$ cat src/rtl/window_3x3_gen_pkg.sv
// ------------------------------------------------------------
// window_3x3_gen_pkg : shared pixel width and default frame size
// Revision: 1.0
// ------------------------------------------------------------
`default_nettype none

package window_3x3_gen_pkg;
  localparam int PIX_W     = 8;
  localparam int DEF_IMG_W = 16;
  localparam int DEF_IMG_H = 16;
endpackage

`default_nettype wire

$ cat src/rtl/window_3x3_gen_line_buffer.sv
// ------------------------------------------------------------
// line_buffer : indexed single-port delay line, read-before-write
// Revision: 1.0
// ------------------------------------------------------------
`default_nettype none

module line_buffer #(
  parameter int DEPTH = 16,
  parameter int WIDTH = 8,
  parameter int IDX_W = $clog2(DEPTH)
) (
  input  logic             clk,
  input  logic             en,
  input  logic [IDX_W-1:0] idx,
  input  logic [WIDTH-1:0] wr_data,
  output logic [WIDTH-1:0] rd_data
);

  // Storage is deliberately not reset; consumers gate on row position.
  logic [WIDTH-1:0] mem [DEPTH];

  assign rd_data = mem[idx];

  always_ff @(posedge clk) begin
    if (en) mem[idx] <= wr_data;
  end

endmodule

`default_nettype wire

$ cat src/rtl/window_3x3_gen.sv
// ------------------------------------------------------------
// window_3x3_gen : raster-scan 3x3 neighbourhood window generator
// Revision: 1.0
// ------------------------------------------------------------
`default_nettype none

module window_3x3_gen
  import window_3x3_gen_pkg::*;
#(
  parameter int IMG_W = DEF_IMG_W,
  parameter int IMG_H = DEF_IMG_H
) (
  input  logic             clk,
  input  logic             rst,
  input  logic [PIX_W-1:0] pix_in,
  input  logic             pix_valid,
  input  logic             sof,
  output logic [PIX_W-1:0] p1,
  output logic [PIX_W-1:0] p2,
  output logic [PIX_W-1:0] p3,
  output logic [PIX_W-1:0] p4,
  output logic [PIX_W-1:0] p5,
  output logic [PIX_W-1:0] p6,
  output logic [PIX_W-1:0] p7,
  output logic [PIX_W-1:0] p8,
  output logic [PIX_W-1:0] p9,
  output logic             win_valid,
  output logic             frame_done
);

  localparam int COL_W = $clog2(IMG_W);
  localparam int ROW_W = $clog2(IMG_H);
  localparam logic [COL_W-1:0] COL_LAST = COL_W'(IMG_W - 1);
  localparam logic [ROW_W-1:0] ROW_LAST = ROW_W'(IMG_H - 1);
  localparam logic [COL_W-1:0] COL_TWO  = COL_W'(2);
  localparam logic [ROW_W-1:0] ROW_TWO  = ROW_W'(2);

  logic [COL_W-1:0] col, cur_col, nxt_col;
  logic [ROW_W-1:0] row, cur_row, nxt_row;
  logic [PIX_W-1:0] lb0_q, lb1_q;

  // sof forces the accepted pixel to (0,0) whatever the counters say.
  always_comb begin
    cur_col = sof ? '0 : col;
    cur_row = sof ? '0 : row;
    nxt_col = cur_col + COL_W'(1);
    nxt_row = cur_row;
    if (cur_col == COL_LAST) begin
      nxt_col = '0;
      nxt_row = (cur_row == ROW_LAST) ? '0 : cur_row + ROW_W'(1);
    end
  end

  line_buffer #(.DEPTH(IMG_W), .WIDTH(PIX_W), .IDX_W(COL_W)) u_lb0 (
    .clk     (clk),
    .en      (pix_valid),
    .idx     (cur_col),
    .wr_data (pix_in),
    .rd_data (lb0_q)
  );

  line_buffer #(.DEPTH(IMG_W), .WIDTH(PIX_W), .IDX_W(COL_W)) u_lb1 (
    .clk     (clk),
    .en      (pix_valid),
    .idx     (cur_col),
    .wr_data (lb0_q),
    .rd_data (lb1_q)
  );

  always_ff @(posedge clk or posedge rst) begin
    if (rst) begin
      col        <= '0;
      row        <= '0;
      p1         <= '0;
      p2         <= '0;
      p3         <= '0;
      p4         <= '0;
      p5         <= '0;
      p6         <= '0;
      p7         <= '0;
      p8         <= '0;
      p9         <= '0;
      win_valid  <= 1'b0;
      frame_done <= 1'b0;
    end else begin
      win_valid  <= pix_valid && (cur_row >= ROW_TWO) && (cur_col >= COL_TWO);
      frame_done <= pix_valid && (cur_row == ROW_LAST) && (cur_col == COL_LAST);
      if (pix_valid) begin
        col <= nxt_col;
        row <= nxt_row;
        p1  <= p2;
        p2  <= p3;
        p3  <= lb1_q;
        p4  <= p5;
        p5  <= p6;
        p6  <= lb0_q;
        p7  <= p8;
        p8  <= p9;
        p9  <= pix_in;
      end
    end
  end

endmodule

`default_nettype wire

$ cat config.mk
export PLATFORM = sky130hd
export DESIGN_NAME = window_3x3_gen
export DESIGN_NICKNAME = d
export VERILOG_FILES = /design/src/rtl/window_3x3_gen_pkg.sv /design/src/rtl/window_3x3_gen_line_buffer.sv /design/src/rtl/window_3x3_gen.sv
export SDC_FILE = /design/constraint.sdc
export NUM_CORES = 1
export LEC_CHECK = 0
export ABC_AREA = 0
export BUFFER_PORTS_ARGS = -buffer_cell sky130_fd_sc_hd__buf_4
export CAP_MARGIN = 0
export CORE_UTILIZATION = 30
export DETAILED_ROUTE_END_ITERATION = 7
export GPL_TIMING_DRIVEN = 0
export PLACE_DENSITY = 0.5
export RECOVER_POWER = 25
export SLEW_MARGIN = 20
export SYNTH_ARGS = -nofsm -noshare
export SYNTH_HDL_FRONTEND = slang
export SYNTH_HIERARCHICAL = 1
export SYNTH_SLANG_ARGS = --single-unit
$ cat constraint.sdc
create_clock -name clk -period 3.6 [get_ports clk]
set_input_delay 0.72 -clock clk [delete_from_list [all_inputs] [get_ports clk]]
set_output_delay 0.72 -clock clk [all_outputs]
set_load 0.05 [all_outputs]
# Word-level counts from Yosys, hierarchy flattened
# Memory sizes are Yosys's and may differ from the RTL's. A register that Yosys moved wholly into a read port is not among the register bits.
# Index checks and enable logic that the tools add are counted.
[word_totals]
wordCells = 31
register_bits = 74
rom_bits = 0
n_memories = 2
in_bits = 12
latchBits = 0
mem_bits_rw = 256
[memory_table]
columns = ["memory", "words", "word_bits", "read_ports", "rd_ports_with_merged_regs", "wr", "line_no", "text"]
rows = [
  ["u_lb0.mem", 16, 8, 1, 0, 1, "window_3x3_gen_line_buffer.sv:20", "logic [WIDTH-1:0] mem [DEPTH];"],
  ["u_lb1.mem", 16, 8, 1, 1, 1, "window_3x3_gen_line_buffer.sv:20", ""],
]
[classes]
n_shift = 0
n_div = 0
bitwise_logic = 0
magnitude_cmp = 2
eq_ne = 2
mux = 7
add_sub_neg = 2
mul = 0
reduce_logical = 4
[op_table]
columns = ["cell", "n"]
rows = [
  ["2-to-1 mux 4 bit", 5],
  ["adder 4 x 1 -> 4 bit (second input constant)", 2],
  ["== test 4 bit (second input constant)", 2],
  ["greater-or-equal comparator 4 x 2 -> 1 bit (second input constant)", 2],
  ["logical AND 1 bit", 4],
  ["2-to-1 mux 1 bit", 2],
]

# Longest topological paths before layout
[depth]
ltp_word = 4
mapped_depth = 9

# Hierarchy
# Netlist, hierarchy kept.
[by_module_without_submodules]
columns = ["module", "area_each_um2", "cells_each", "n_inst"]
rows = [
  ["line_buffer", 4907.2, 222, 2],
  ["window_3x3_gen", 3263.1, 214, 1],
]

# Worst setup path before layout
# No wires, ideal clock.
[synth_path]
path_kind = "in2reg"
start = "in sof"
end = "reg p6[6]"
arrival_ns = 2.772
required_ns = 3.475
path_buffers = 3
setup_slack_ns = 0.703
cell_stages = 8
setup_time_ns = 0.125
path_cell_list = "buf_2 nor2b_1 buf_2 buf_1 mux4_2 a22oi_1 nand2_1 mux2_2"
[synth_between]
elab_chain_len = 2
[synth_lines]
columns = ["element", "line_no", "text"]
rows = [
  ["start, declared", "window_3x3_gen.sv:17", "input logic sof,"],
  ["2-to-1 mux 4 bit", "window_3x3_gen.sv:44", "cur_col = sof ? '0 : col;"],
  ["named net cur_col[1]", "window_3x3_gen.sv:38", "logic [COL_W-1:0] col, cur_col, nxt_col;"],
  ["memory (16 x 8 bit)", "-", ""],
  ["named net lb0_q[6]", "window_3x3_gen.sv:40", "logic [PIX_W-1:0] lb0_q, lb1_q;"],
  ["end signal, assigned", "window_3x3_gen.sv:96", "p6 <= lb0_q;"],
  ["end, declared", "window_3x3_gen.sv:23", "output logic [PIX_W-1:0] p6,"],
]
# The timed path passes the listed nets, and every way through them passes these cells.
# A chain may end at the register's enable or synchronous reset.

# Worst setup path in the final report
[layout_path]
start = "in sof"
end = "reg p6[0]"
# Same word-level chain as after synthesis.

==> run summary <==
Tightest hold margin - 506.7 ps
Die Wd - 210.8 um
Total routing usage reported by global routing - 13.38%
Maximum clock rate - 0.2963 GHz
Number of nets in the final layout - 798
Async set-or-reset flop fraction in the synthesized netlist - 24.26%
Final worst clock skew - 30.92 ps
Area of combinational cells with multiple inputs - 3173 um^2
Number of nets with antenna violations after routing - 0
Core footprint - 43080 um^2
Sum of net half-perimeters after detailed placement - 18720 um
Placement Setup Slack - -790.4 ps
Number of H-tree levels - 2
Hold Vio Cnt, Final - 0
Number of fillers in the final layout - 4040
Yosys reg bits - 338
Fraction of final layout cells sized beyond drive strength 1 - 38.22%
Actual slew at the worst max-slew pin - 1422 ps
Result of the run - completed
Fin worst setup slack - 225.1 ps
Buffer type at the clock tree root - clkbuf_16
Sort of element at the start of the critical path - input pin
Global-route wire length before repair - 44110 um
Yosys warnings - 6
Detail-routed via count per cell - 4.705
Hold Path Class - flop to flop
DRC violation count after routing - 0
Distinct cell type count after synthesis - 38
Final max-slew violation count - 0
Violation count after the first detailed-routing iteration - 329
Clock transition time at the flip-flop clock pins of the worst setup and hold paths - 60 ps
Count of input and output buffers - 85
Global placement routability congestion - 0.7328
Boundary pin count - 86
Number of max-cap violations - 0
Area enclosed by the die boundary - 44430 um^2
Part of the Yosys area used for sequential elements - 74.47%
Worst supply voltage drop on vdd - 0.3372 mV
Sequential cell area - 9739 um^2
Count of hold-fix buffers inserted at cts - 0
Number of standard cells after synthesis - 658
Finish-stage setup viols - 0
Drt wl/cell - 20.66 um
Number of standard cells in the layout, taps in and fillers out - 1396
GRT overflow - 0
Largest fanout on the critical path - 17
Total placed cells including tap cells - 1331
Antenna violations before repair - 2
Clock latency at the later pin of the worst-skew pair - 520 ps
Total number of vias - 6568
Crit Path Category - input pin to flop
Cell area after technology mapping - 13080 um^2
Relative max-transition margin - 4.669%
Row count - 76
Maximum number of pins on one net before global-route repair - 52
Clock sink total - 338
Detailed-router iteration count before antenna repair - 4
Vert. Die Dim - 210.8 um
Number of buffers created by CTS - 36
Final Cycle Share - 93.75%
Clk buf depth - 3
Arrival time of the worst setup path - 3780 ps
Power per Cell Area - 690.5 nW/um^2
Ant. Diodes - 0
Vias in the first global route - 6974
Kind of capture point of the worst setup path - flop
Setup TNS - 0 ps
Area Overhead vs Synth - 19.37%
Starting density of the core - 30.36%
Data required time at the worst endpoint - 4000 ps
Fin crit period - 3375 ps
Number of enable-type register cells in the synthesized netlist - 256
Post-synthesis net count - 672
Most used flip-flop cell after synthesis - edfxtp_1
Static leakage power - 5.354 nW
Total length of routed wires - 28840 um
Average cell area after synthesis - 19.87 um^2
TritonCTS clock tree - built
Setup repair after global routing missed its margin - false
## worst max-delay path, stage by stage
cell and delay (ps):
buf_4 110, buf_2 170, nand2b_1 200, inv_1 320, buf_2 450, mux4_2 560, a22oi_1 250, nand2_1 500
mux2_2 470
## final cells by class
type / count / area share (%)
repair buffers: 88 / 4.047
clock buffers: 45 / 6.115
inverters: 3 / 0.08015
flip-flops and latches: 338 / 62.39
well taps: 585 / 4.689
plain buffers: 34 / 1.338
clock inverters: 20 / 1.018
multi-input cells: 283 / 20.33
## Yosys cell counts (all sizes together), types with 3 or more instances
cell type	n	area, um^2
nand2	24	90.09
nor3	11	55.05
edfxtp	256	7687
nand3b	5	37.54
nand2b	8	57.55
nor4	3	18.77
o21ai	4	20.02
nand3	4	20.02
nor2	28	105.1
a22oi	32	240.2
buf	28	181.4
inv	3	11.26
dfrtp	82	2052
nor2b	6	37.54
clkbuf	6	25.02
mux4	64	1441
mux2	72	810.8
a41oi	3	33.79
## metrics by stage
step	cell area, um^2	total power [mW]	utilization, %
after floorplan	13080	6.539	-
after global placement	14450	7.378	33.54
after detailed placement	14540	7.418	33.75
after CTS	15660	10.94	36.34
after global routing	15610	11.24	36.24
final	15610	10.78	36.24
## cells in the final DEF (no fill, tap or decap), types with 3 or more instances in the layout
master / netlist / final
a22oi_1: 32 / 32
buf_1: 8 / 6
buf_2: 7 / 7
buf_4: 8 / 85
buf_6: 5 / 6
clkbuf_1: 4 / 19
clkbuf_16: 0 / 36
clkbuf_2: 2 / 5
clkinv_1: 0 / 9
clkinv_2: 0 / 5
dfrtp_1: 82 / 82
edfxtp_1: 256 / 256
mux2_2: 72 / 72
mux4_2: 64 / 64
nand2_1: 24 / 21
nand2_2: 0 / 3
nand2b_1: 7 / 7
nand3_1: 4 / 4
nand3b_1: 5 / 5
nor2_1: 28 / 28
nor2b_1: 6 / 4
nor3_1: 11 / 3
nor3_2: 0 / 8
nor4_1: 3 / 3
o21ai_0: 4 / 4
## what timing repair did
item | 4_1_cts | 5_1_grt
endpoints found under the setup margin | 38 | 5
resized for setup | 1 | 5
buffers inserted | 0 | 0
## sequential cells by signal, summed over array words and instances (netlist names)
| name | flops |
|---|---|
| p6 | 8 |
| p1 | 8 |
| p2 | 8 |
| p8 | 8 |
| col | 4 |
| p7 | 8 |
| p9 | 8 |
| p5 | 8 |
| row | 4 |
| u_lb1/mem | 128 |
| win_valid | 1 |
| u_lb0/mem | 128 |
| p3 | 8 |
| p4 | 8 |
| frame_done | 1 |
## worst paths after layout
path                         from      to  slack, ps  cells past startpoint
setup / recovery              sof   p6[0]        230                      9
hold / removal              p4[2]   p4[2]        510                      1
max in group asynchronous     rst   p2[1]       1240                      3
hold reg to reg             p4[2]   p4[2]        510                      1
setup reg to reg           col[1]   p6[0]        370                      6
min in group asynchronous     rst  row[0]        520                      2
## cells by family (layout without fill, tap and decap cells)
group,after synthesis,after routing,share of synthesized area (%)
DFF,338,338,74.47
muxes,136,136,17.22
and+or+nand+nor,96,96,3.617
adders and majority gates,2,2,0.1913
AOI/OAI and AO/OA,49,49,2.832
buffers and inverters,37,190,1.665
## routing by layer
metal  wire (um)  vias up  share of wire [%]  track usage (%)
met3        1288       49                4.5            2.528
met1       13120     3459                 45            18.55
met2       13670      159                 47            21.07
li1            -     2901                  -                -
met4         754        0                2.6            4.648
met5           0        -                  0                0
## power by group
group	switching (mW)	internal [mW]
logic	1.65	0.774
registers	0.197	4.67
clock network	1.46	2.03
(Power assumes the default switching activity.)
